[config.mk]
export PLATFORM = sky130hd
export DESIGN_NAME = dram_rd_arbiter
export DESIGN_NICKNAME = d
export VERILOG_FILES = /design/src/rtl/dram_arb_pkg.sv /design/src/rtl/rr_arb2.sv /design/src/rtl/dram_rd_arbiter.sv
export SDC_FILE = /design/constraint.sdc
export NUM_CORES = 1
export LEC_CHECK = 0
export BUFFER_PORTS_ARGS = -buffer_cell sky130_fd_sc_hd__buf_2
export CORE_ASPECT_RATIO = 1.5
export CORE_MARGIN = 10
export CORE_UTILIZATION = 41
export CTS_CLUSTER_DIAMETER = 50
export DETAILED_ROUTE_END_ITERATION = 10
export GPL_ROUTABILITY_DRIVEN = 0
export PLACE_DENSITY = 0.93
export SLEW_MARGIN = 15
export SYNTH_ARGS = -nofsm -noshare
export SYNTH_HDL_FRONTEND = slang
export SYNTH_HIERARCHICAL = 1
export SYNTH_SLANG_ARGS = --single-unit
[constraint.sdc]
create_clock -name clock -period 2.04 [get_ports clock]
set_clock_uncertainty 0.15 [all_clocks]
set_input_delay 0.204 -clock clock [delete_from_list [all_inputs] [get_ports clock]]
set_output_delay 0.204 -clock clock [all_outputs]
set_load 0.01 [all_outputs]
[src/rtl/dram_arb_pkg.sv]
// Shared types and constants for the DRAM block-read port arbiter.
package dram_arb_pkg;

    typedef enum logic [1:0] {IDLE, ISSUE, BURST, RELEASE} state_t;

    localparam int REQ_IC = 0;
    localparam int REQ_DC = 1;
    localparam int NREQ   = 2;

endpackage

[src/rtl/rr_arb2.sv]
// Two-way round-robin pick: on a tie the requester that was not served last wins.
module rr_arb2
    import dram_arb_pkg::*;
(
    input  logic [NREQ-1:0] req,
    input  logic            last,
    output logic [NREQ-1:0] gnt
);

    // last is the index of the previous owner (0 = I-cache, 1 = D-cache)
    always_comb begin
        gnt = req;
        if (req[REQ_IC] && req[REQ_DC]) begin
            gnt = '0;
            if (last) begin
                gnt[REQ_IC] = 1'b1;
            end else begin
                gnt[REQ_DC] = 1'b1;
            end
        end
    end

endmodule

[src/rtl/dram_rd_arbiter.sv]
// Shares the DRAM block-read port between the I-cache and D-cache refill engines,
// issuing a one-cycle request pulse and steering the returned beats to the owner.
module dram_rd_arbiter
    import dram_arb_pkg::*;
#(
    parameter int BLOCK_WIDTH = 8,
    parameter int TIMEOUT     = 64,
    parameter int AW          = 32
) (
    input  logic          clock,
    input  logic          rst,

    input  logic          ic_rd_req,
    input  logic [AW-1:0] ic_rd_address,
    output logic          ic_rd_vld,
    output logic [31:0]   ic_rd_data,
    output logic          ic_rd_done,
    output logic          ic_rd_err,

    input  logic          dc_rd_req,
    input  logic [AW-1:0] dc_rd_address,
    output logic          dc_rd_vld,
    output logic [31:0]   dc_rd_data,
    output logic          dc_rd_done,
    output logic          dc_rd_err,

    output logic          dram_rd_req,
    output logic [AW-1:0] dram_rd_address,
    input  logic          dram_rd_vld,
    input  logic [31:0]   dram_rd_data,

    output logic          busy,
    output logic [1:0]    grant
);

    localparam int BEAT_W = $clog2(BLOCK_WIDTH);
    localparam int TMO_W  = $clog2(TIMEOUT);
    localparam logic [BEAT_W-1:0] BEAT_LAST = BEAT_W'(BLOCK_WIDTH - 1);
    localparam logic [TMO_W-1:0]  TMO_LAST  = TMO_W'(TIMEOUT - 1);
    localparam logic [AW-1:0]     ADDR_MASK = ~AW'(BLOCK_WIDTH - 1);

    state_t              state;
    state_t              state_nxt;
    logic [NREQ-1:0]     req;
    logic [NREQ-1:0]     pick;
    logic [AW-1:0]       sel_addr;
    logic                last_dc;
    logic                ok;
    logic [BEAT_W-1:0]   beat_cnt;
    logic [TMO_W-1:0]    tmo_cnt;
    logic                in_burst;
    logic                in_release;

    assign req      = {dc_rd_req, ic_rd_req};
    assign sel_addr = pick[REQ_DC] ? dc_rd_address : ic_rd_address;

    rr_arb2 u_rr (
        .req  (req),
        .last (last_dc),
        .gnt  (pick)
    );

    always_ff @(posedge clock or negedge rst) begin
        if (!rst) begin
            state <= IDLE;
        end else begin
            state <= state_nxt;
        end
    end

    always_comb begin
        state_nxt = state;
        case (state)
            IDLE:    if (|req) state_nxt = ISSUE;
            ISSUE:   state_nxt = BURST;
            BURST: begin
                if (dram_rd_vld ? (beat_cnt == BEAT_LAST) : (tmo_cnt == TMO_LAST)) begin
                    state_nxt = RELEASE;
                end
            end
            RELEASE: state_nxt = IDLE;
            default: state_nxt = IDLE;
        endcase
    end

    // The request pulse is registered from ISSUE so the controller always sees a clean 0->1 edge
    always_ff @(posedge clock or negedge rst) begin
        if (!rst) begin
            grant           <= '0;
            last_dc         <= 1'b1;
            ok              <= 1'b0;
            dram_rd_req     <= 1'b0;
            dram_rd_address <= '0;
            beat_cnt        <= '0;
            tmo_cnt         <= '0;
        end else begin
            dram_rd_req <= (state == ISSUE);
            case (state)
                IDLE: begin
                    if (|req) begin
                        grant           <= pick;
                        dram_rd_address <= sel_addr & ADDR_MASK;
                    end
                end
                ISSUE: begin
                    beat_cnt <= '0;
                    tmo_cnt  <= '0;
                end
                BURST: begin
                    if (dram_rd_vld) begin
                        beat_cnt <= beat_cnt + 1'b1;
                        tmo_cnt  <= '0;
                        ok       <= (beat_cnt == BEAT_LAST);
                    end else if (tmo_cnt == TMO_LAST) begin
                        ok <= 1'b0;
                    end else begin
                        tmo_cnt <= tmo_cnt + 1'b1;
                    end
                end
                RELEASE: begin
                    last_dc <= grant[REQ_DC];
                    grant   <= '0;
                end
                default: ;
            endcase
        end
    end

    assign in_burst   = (state == BURST);
    assign in_release = (state == RELEASE);
    assign busy       = (state != IDLE);

    // Beats outside BURST are dropped here; the counters above ignore them too
    assign ic_rd_vld  = dram_rd_vld & grant[REQ_IC] & in_burst;
    assign dc_rd_vld  = dram_rd_vld & grant[REQ_DC] & in_burst;
    assign ic_rd_data = dram_rd_data;
    assign dc_rd_data = dram_rd_data;

    assign ic_rd_done = in_release &  ok & grant[REQ_IC];
    assign dc_rd_done = in_release &  ok & grant[REQ_DC];
    assign ic_rd_err  = in_release & ~ok & grant[REQ_IC];
    assign dc_rd_err  = in_release & ~ok & grant[REQ_DC];

endmodule

* After elaboration in Yosys (flattened, before gate mapping)
Cells that the tools add are included.
** Word-level totals
- Bits in registers :: 45
** Cells by class
- Bitwise operators :: 11
- Add/sub/neg operators :: 2
- Reduce and logical (&&, ||, !) cells :: 13
- Multiplexer cells :: 17
- Equality and inequality tests :: 9
** Operators by type and width (count)
- $mux 32 :: 1
- $mux 6 :: 2
- $pmux 6 s2 :: 1
- $reduce_and 2->1 :: 6
- $and 1x1->1 :: 10
- $mux 2 :: 4
- $pmux 2 s4 :: 1
- $reduce_bool 2->1 :: 4
- $add 6x1->6 const B :: 1
- $eq 6x6->1 const B :: 1
- $pmux 3 s2 :: 1
- $mux 1 :: 5
- $eq 2x2->1 const B :: 2
- $ne 2x2->1 const B :: 2
- $pmux 2 s2 :: 1
- $add 3x1->3 const B :: 1
- $eq 3x3->1 const B :: 1
- $mux 3 :: 1
- $ne 3x3->1 const B :: 1
- $eq 2x1->1 const B :: 1
- $logic_not 2->1 :: 1
- $ne 2x1->1 const B :: 1
- $reduce_or 2->1 :: 1
- $logic_and 1x1->1 :: 1
- $not 1->1 :: 1

* Longest topological paths before layout
Gate-level depths: netlist of the first run.
- Depth in word-level cells :: 4
- Gate-level depth with buffers :: 7
- Depth with buffers taken out :: 5

* Cells and area by module
Netlist of the first run, hierarchy kept.
** By module, submodules not included
- dram_rd_arbiter :: cells an instance 291, area an instance 2790.2 um2, times used 1
- rr_arb2 :: cells an instance 3, area an instance 18.8 um2, times used 1

* Worst setup path before layout of the first run
No wires, ideal clock.
- Kind :: reg2reg
- From :: register state[0]
- To :: register state[0]
- Arrival :: 1.478 ns
- Stages on the path, launching flop included :: 6
- Path buffers :: 0
- Setup time :: 0.096 ns
- Slack :: 0.317 ns
- Required time :: 1.794 ns
- Cell sequence :: dfrtp_1 -> inv_1 -> ha_1 -> or3b_1 -> nor3b_1 -> a311oi_2
** Between the ends
- Longest elaborated chain between the ends :: 3
- Elaborated cells between the ends (all ways) :: 8
** RTL lines
- start, declared :: line dram_rd_arbiter.sv:42 : state_t state;
- start signal, assigned :: line dram_rd_arbiter.sv:67 : state <= state_nxt;
- $eq 2x2->1 or $logic_not 2->1 (tied branches) :: line dram_rd_arbiter.sv:73 : case (state)
- $ne 2x1->1 (no line) or $ne 2x2->1 (tied branches)
- $reduce_and 2->1 (no line)
Several ways; a longest one is shown, not always the timed one.
A chain may end at the register's enable or synchronous reset.

* Final worst setup path of the first run
- From :: register state[0]
- To :: register tmo_cnt[3]
** Between the ends
- Longest elaborated chain between the ends :: 3
- Elaborated cells between the ends (all ways) :: 6
** RTL lines
- $eq 2x2->1 or $eq 2x1->1 (tied branches) :: line dram_rd_arbiter.sv:98 : case (state)
- $ne 3x3->1 (no line) or $reduce_bool 2->1 (tied branches)
- $reduce_and 2->1 (no line)
- end signal, assigned :: line dram_rd_arbiter.sv:117 : tmo_cnt <= tmo_cnt + 1'b1;
- end, declared :: line dram_rd_arbiter.sv:50 : logic [TMO_W-1:0] tmo_cnt;
Several ways; a longest one is shown, not always the timed one.

==> results.yml, run 1 <==
hold_path:
  min_from: "ic_rd_address[6]"
  hold_end: "dram_rd_address[6]"
  hold-path-cell-count: 3
  hp-class: "primary input to flip-flop"
cells_and_area:
  fin_nets: 438
  area_delta_synth_final_pct: 9.71
  antennaDiodeCount: 0
  drive_gt1_frac: 0.367
  postLayoutCoreUtil: 0.469
  fin_cells: 406
  nFillCells: 604
floorplan:
  io_pins: 207
  coreArea_um2: 6580
  die_area_um2: 10600
  die_width_um: 87.6
  num_rows: 36
  initial_core_util: 0.427
  die_h_um: 121
synth:
  yosysWarnings: 6
  synth_compound_area_frac: 0.133
  ys_types: 40
  synth_top_family_by_area: "buffers and inverters"
  ys_seq_area_frac: 0.401
  async_flop_share: 1.00
  synth_top_cell_by_area: "dfrtp_1"
  synth_mux_area_frac: 0.115
  ys_ff_latch: 45
  dominantRegCellSynth: "dfrtp_1"
  syn_inst: 294
  yosys.area_share.simple: 0.102
  syn-mean-instance-area_um2: 9.55
  synth_xor_area_frac: 0.00312
  synth_area_leaders: "dfrtp_1, buf_4, mux2i_1"
  syn_area_um2: 2810
  synth_edf_count: 0
  netlist.area_leader.share: 0.392
  synthAdderAreaFrac: 0.0356
global_routing:
  antenna_found_initial: 1
  gr-usage-met1: 0.111
  met3_usage: 0.0598
  use_met2: 0.220
  overflow: 0
  grt-busiest-layer: "met2"
  grt_use_total: 0.126
  grt_pass1_wl_um: 10800
  grt_pass1_vias: 2098
  grt_max_degree: 59
critical_path:
  worstPathRequired_ps: 2040
  worst_r2r_path_depth: 5
  start_kind: "flip-flop"
  critPathBufInv: 1
  rrSetupSlack_ps: 140
  max_stage_delay_ps: 490
  cp_max_fo: 11
  endpoint_kind: "flip-flop"
  r2r_end: "tmo_cnt[3]"
  crit_type: "flip-flop to flip-flop"
  arrival_ps: 1910
  cp_top_family: "adder cells"
  cpMaxStageDelayCell: "ha_1"
  startpoint: "state[0]"
  crit_chain: "inv_1, ha_1, nand4_1, a311oi_1, a221oi_1"
  worstReg2RegStart: "state[0]"
clocking:
  cts.path.max_buffers: 2
  clk_pin_slew_ps: 80
  numCtsBuffers: 5
  htreeDepth: 2
  cts_root_buf: "clkbuf_8"
  clkSinkCount: 45
  clk_latency_ps: 290
  cts_tree: "done"
detailed_routing:
  totalWireLength_um: 7000
  antenna_left: 0
  vias: 2085
  wl_per_cell_um: 17.2
  via_per_inst: 5.14
  drtPass1Iterations: 4
  drc: 0
  drt_iter0_drc: 82
sta:
  rsz0062_at_grt: "no"
  layout_worst_path_cycle_share: 0.933
  final_max_slew_viol_count: 0
  hold_violations: 0
  finalCriticalPeriod_ps: 1900
  fin_setup_tns_ps: 0
  hold_ws_ps: 42.8
  fmax_mhz: 526
  setup_violations: 0
pwr:
  ir_worst_vdd_mv: 0.477
  p_leak_nw: 1.63
  power_mw: 3.89
  power.density_nw_per_um2: 1260
place:
  placedCellCount: 396
  place_hpwl_um: 5770
  port_buffers: 101
outcome:
  outcome: "completed"
flow_run:
  drv_cap: 0
==> per-stage QoR <==
stage	setup WS [ps]	instance area, µm²
2_1_floorplan	317	2820
3_3_place_gp	218	2930
3_5_place_dp	112	2930
4_1_cts	79.5	3050
5_1_grt	48.8	3080
6_report	137	3080
==> kinds of logic (layout without fill, tap and decap cells) <==
family / after synthesis / count (layout)
mux: 32 / 32
xor+xnor: 1 / 1
buf+inv: 86 / 120
compound gates: 59 / 59
fa+ha+maj: 8 / 8
other cells: 1 / 3
flops: 45 / 45
simple gates: 62 / 62
==> worst max-delay path by stage <==
stage / end / slack [ps] / depth (start not counted)
3_5_place_dp: dram_rd_address[27] / 110 / 5
6_report: tmo_cnt[3] / 140 / 5
3_3_place_gp: tmo_cnt[3] / 220 / 5
5_1_grt: tmo_cnt[3] / 50 / 5
4_1_cts: ic_rd_vld / 80 / 4
2_1_floorplan: state[0] / 320 / 5
==> sequential cells by signal (all words and copies together), names as in the netlist <==
signal,cells
state,2
dram_rd_req,1
last_dc,1
ok,1
dram_rd_address,29
grant,2
tmo_cnt,6
beat_cnt,3
==> power by group <==
| part | leakage [nW] | internal, mW | total [mW] | switching [mW] |
|---|---|---|---|---|
| Combinational | 1.00 | 0.753 | 1.72 | 0.972 |
| Sequential | 0.566 | 1.27 | 1.49 | 0.218 |
| Clock | 0.0585 | 0.399 | 0.678 | 0.279 |
==> timing repair <==
action	4_1_cts	5_1_grt
resized for setup	0	1
hold buffers	1	0
endpoints found under the hold margin	45	0
endpoints found under the setup margin	0	2
buffers inserted	0	0
==> per-layer routing <==
metal / wire length (µm) / share of wire
met3: 957 / 0.14
met2: 3500 / 0.50
met4: 390 / 0.056
met5: 7 / 0.0010
met1: 2150 / 0.31
==> cells in the mapped netlist (2+ instances only) <==
library cell and number:
o31ai_1 2, a21oi_1 3, a22oi_1 2, buf_2 8, dfrtp_1 44, inv_1 6, nand2_1 37, mux2_2 3
a21boi_0 2, mux2i_1 29, o21ai_1 2, a22o_1 4, nand2b_1 2, ha_1 8, clkbuf_1 5, and3_1 5
nor2_1 6, nor2b_1 2, nand3_1 4, buf_4 67, o21ai_0 33, a41oi_1 2
==> worst reg2reg max path, delay by kind of cell (launching register included) <==
kind                     cells  cell delay (ps)
flip-flops                   1              400
AND/OR/NAND/NOR              1              230
buffers and inverters        1              120
adder cells (fa/ha/maj)      1              490
AO/OA/AOI/OAI                2              370
==> layout by cell type (no fill, tap or decap), drive strengths merged <==
master and count:
ha 8, dlygate4sd3 1, o211a 1, xor2 1, mux2 3, buf 105
a22oi 2, a221oi 1, nor3b 1, and3 5, dfrtp 44, a311oi 2
conb 3, clkbuf 7, nand4 1, a21oi 3, o21ai 35, a41oi 2
nand3b 1, o21ba 1, or3b 1, a21boi 3, nor4bb 1, nand3 4
nor2b 2, o21bai 1, o31ai 2, bufinv 1, inv 6, o311a 1
a22o 4, o311ai 1, dfstp 1, and3b 1, nor2 6, nand2 37
nand2b 2, mux2i 29
==> cell type report <==
class / instances / area [µm²] / area share
Clock buffer: 7 / 86.3 / 0.0280
Clock inverter: 1 / 30.0 / 0.00974
Inverter: 6 / 22.5 / 0.00731
Multi-Input combinational cell: 165 / 1130 / 0.367
Sequential cell: 45 / 1130 / 0.366
Tap cell: 76 / 95.1 / 0.0309
Timing Repair Buffer: 106 / 591 / 0.192
Power figures use the tool's default switching activity.
==> inputs of run 2 (changes only) <==
CELL_PAD_IN_SITES_DETAIL_PLACEMENT = 0   (was default)
CELL_PAD_IN_SITES_GLOBAL_PLACEMENT = 1   (was default)
CORE_UTILIZATION = 28   (was 41)
PLACE_DENSITY = 0.92   (was 0.93)
==> results.yml, run 2 (same netlist as run 1, synthesis figures left out) <==
cells_and_area:
  drive_gt1_frac: 0.375
  reg_top3: "dram_rd_address x29, tmo_cnt x6, beat_cnt x3"
  mostFrequentLayoutCells: "buf_2, dfrtp_1, nand2_1"
  fin_nets: 439
  antennaDiodeCount: 0
  fin_cells: 446
  regMostFlops: "dram_rd_address"
  nFillCells: 1002
  area_delta_synth_final_pct: 14.3
  largest_register_ffs: 29
  final_common_cell: "buf_2"
critical_path:
  crit_type: "flip-flop to flip-flop"
  r2r_end: "state[0]"
  cpMaxStageDelayCell: "or3b_1"
  cp_max_fo: 5
  worstReg2RegStart: "state[0]"
  worst_r2r_path_depth: 5
  arrival_ps: 1960
  start_kind: "flip-flop"
  rrSetupSlack_ps: 140
  endpoint_kind: "flip-flop"
  cp_top_family: "simple AND/OR/NAND/NOR gates"
  crit_chain: "inv_1, ha_2, or3b_1, nor3b_1, a311oi_2"
  critPathBufInv: 1
  max_stage_delay_ps: 430
  worstPathRequired_ps: 2090
sta:
  hold_violations: 0
  hold_ws_ps: 57.5
  layout_worst_path_cycle_share: 0.934
  final_max_slew_viol_count: 0
  fmax_mhz: 525
  tightest_slew_ps: 506
  fin_setup_tns_ps: 0
  timing.slew.headroom: 0.661
  rsz0062_at_grt: "no"
  setup_violations: 0
  finalCriticalPeriod_ps: 1900
hold_path:
  min_from: "ic_rd_address[17]"
  hold_end: "dram_rd_address[17]"
  hold-path-cell-count: 3
  hp-class: "primary input to flip-flop"
detailed_routing:
  drc: 0
  drt_iter0_drc: 37
  drtPass1Iterations: 4
  wl_met2_um: 3630
  highest_layer: "met4"
  met1_length_um: 2470
  vias: 2081
  wl_met3_um: 777
  via_per_inst: 4.67
  antenna_left: 0
  wl_per_cell_um: 16.1
  totalWireLength_um: 7190
floorplan:
  die_width_um: 102
  num_rows: 44
  die_area_um2: 14500
  io_pins: 207
  coreArea_um2: 9740
  initial_core_util: 0.288
  die_h_um: 143
global_routing:
  grt_max_degree: 29
  grt_use_total: 0.0958
  overflow: 0
  grt_pass1_wl_um: 11000
  grt_pass1_vias: 2184
  antenna_found_initial: 0
clocking:
  clk_pin_slew_ps: 70
  clk_latency_ps: 290
  clkSinkCount: 45
  numCtsBuffers: 5
  cts.path.max_buffers: 2
  cts_tree: "done"
  cts_setup_buffers: 0
  cts_root_buf: "clkbuf_16"
  htreeDepth: 2
place:
  port_buffers: 101
  placedCellCount: 437
  place_hpwl_um: 5740
pwr:
  p_leak_nw: 1.66
  power.density_nw_per_um2: 1340
  ir_worst_vdd_mv: 0.469
flow_run:
  drv_cap: 0
outcome:
  outcome: "completed"
-- run 2: cell types whose count changed in the layout (fill, tap and decap cells not counted), sizes merged --
cell,previous run,this run
buf,105,106
clkbuf,7,5
inv,6,7
bufinv,1,2
-- run 2: area by class of cell --
| cell class | instances | area (µm²) | share of cell area |
|---|---|---|---|
| clock buffer | 5 | 125 | 0.0390 |
| inverter | 6 | 22.5 | 0.00701 |
| multi-input combinational | 165 | 1130 | 0.353 |
| tap | 115 | 144 | 0.0448 |
| timing repair buffer | 107 | 591 | 0.184 |
| sequential | 45 | 1130 | 0.351 |
| clock inverter | 3 | 68.8 | 0.0214 |
-- run 2: how the worst max path moves through the flow --
stage | from | end | cells after the start
floorplan | state[0] | state[0] | 5
global placement | state[0] | state[0] | 5
detailed placement | state[0] | state[0] | 5
CTS | state[0] | dc_rd_vld | 4
global route | state[0] | state[0] | 5
finish | state[0] | state[0] | 5
-- run 2: timing repair --
action | in CTS | in global routing
setup endpoints to repair | 0 | 3
hold buffers | 1 | 0
resized for setup | 0 | 2
endpoints found under the hold margin | 16 | 0
-- run 2: worst min-delay path, delay by kind of cell --
kind                   cells  cell delay, ps
AO/OA/AOI/OAI              1             130
buffers and inverters      1              70
multiplexers               1              50
-- run 2: power by group --
group          leakage, nW  internal [mW]  total, mW  switching (mW)
Clock               0.0944          0.706       1.06           0.351
Sequential           0.566           1.27       1.49           0.216
Combinational         1.00          0.769       1.77           0.998
-- run 2: metrics by stage --
stage | utilization | setup WS, ps | cell area [µm²] | power, mW
4_1_cts | 0.329 | 66.2 | 3210 | 4.39
5_1_grt | 0.329 | 14.2 | 3210 | 4.66
6_report | 0.329 | 135 | 3210 | 4.31
2_1_floorplan | - | 317 | 2820 | 2.67
3_5_place_dp | 0.308 | 96.8 | 3000 | 3.30
3_3_place_gp | 0.308 | 151 | 3000 | 3.23
-- run 2: per-layer routing --
layer | vias to the layer above | global-route usage
met2 | 72 | 0.167
met4 | 0 | 0.0627
met1 | 962 | 0.0920
met5 | - | 0
met3 | 40 | 0.0348
li1 | 1007 | -
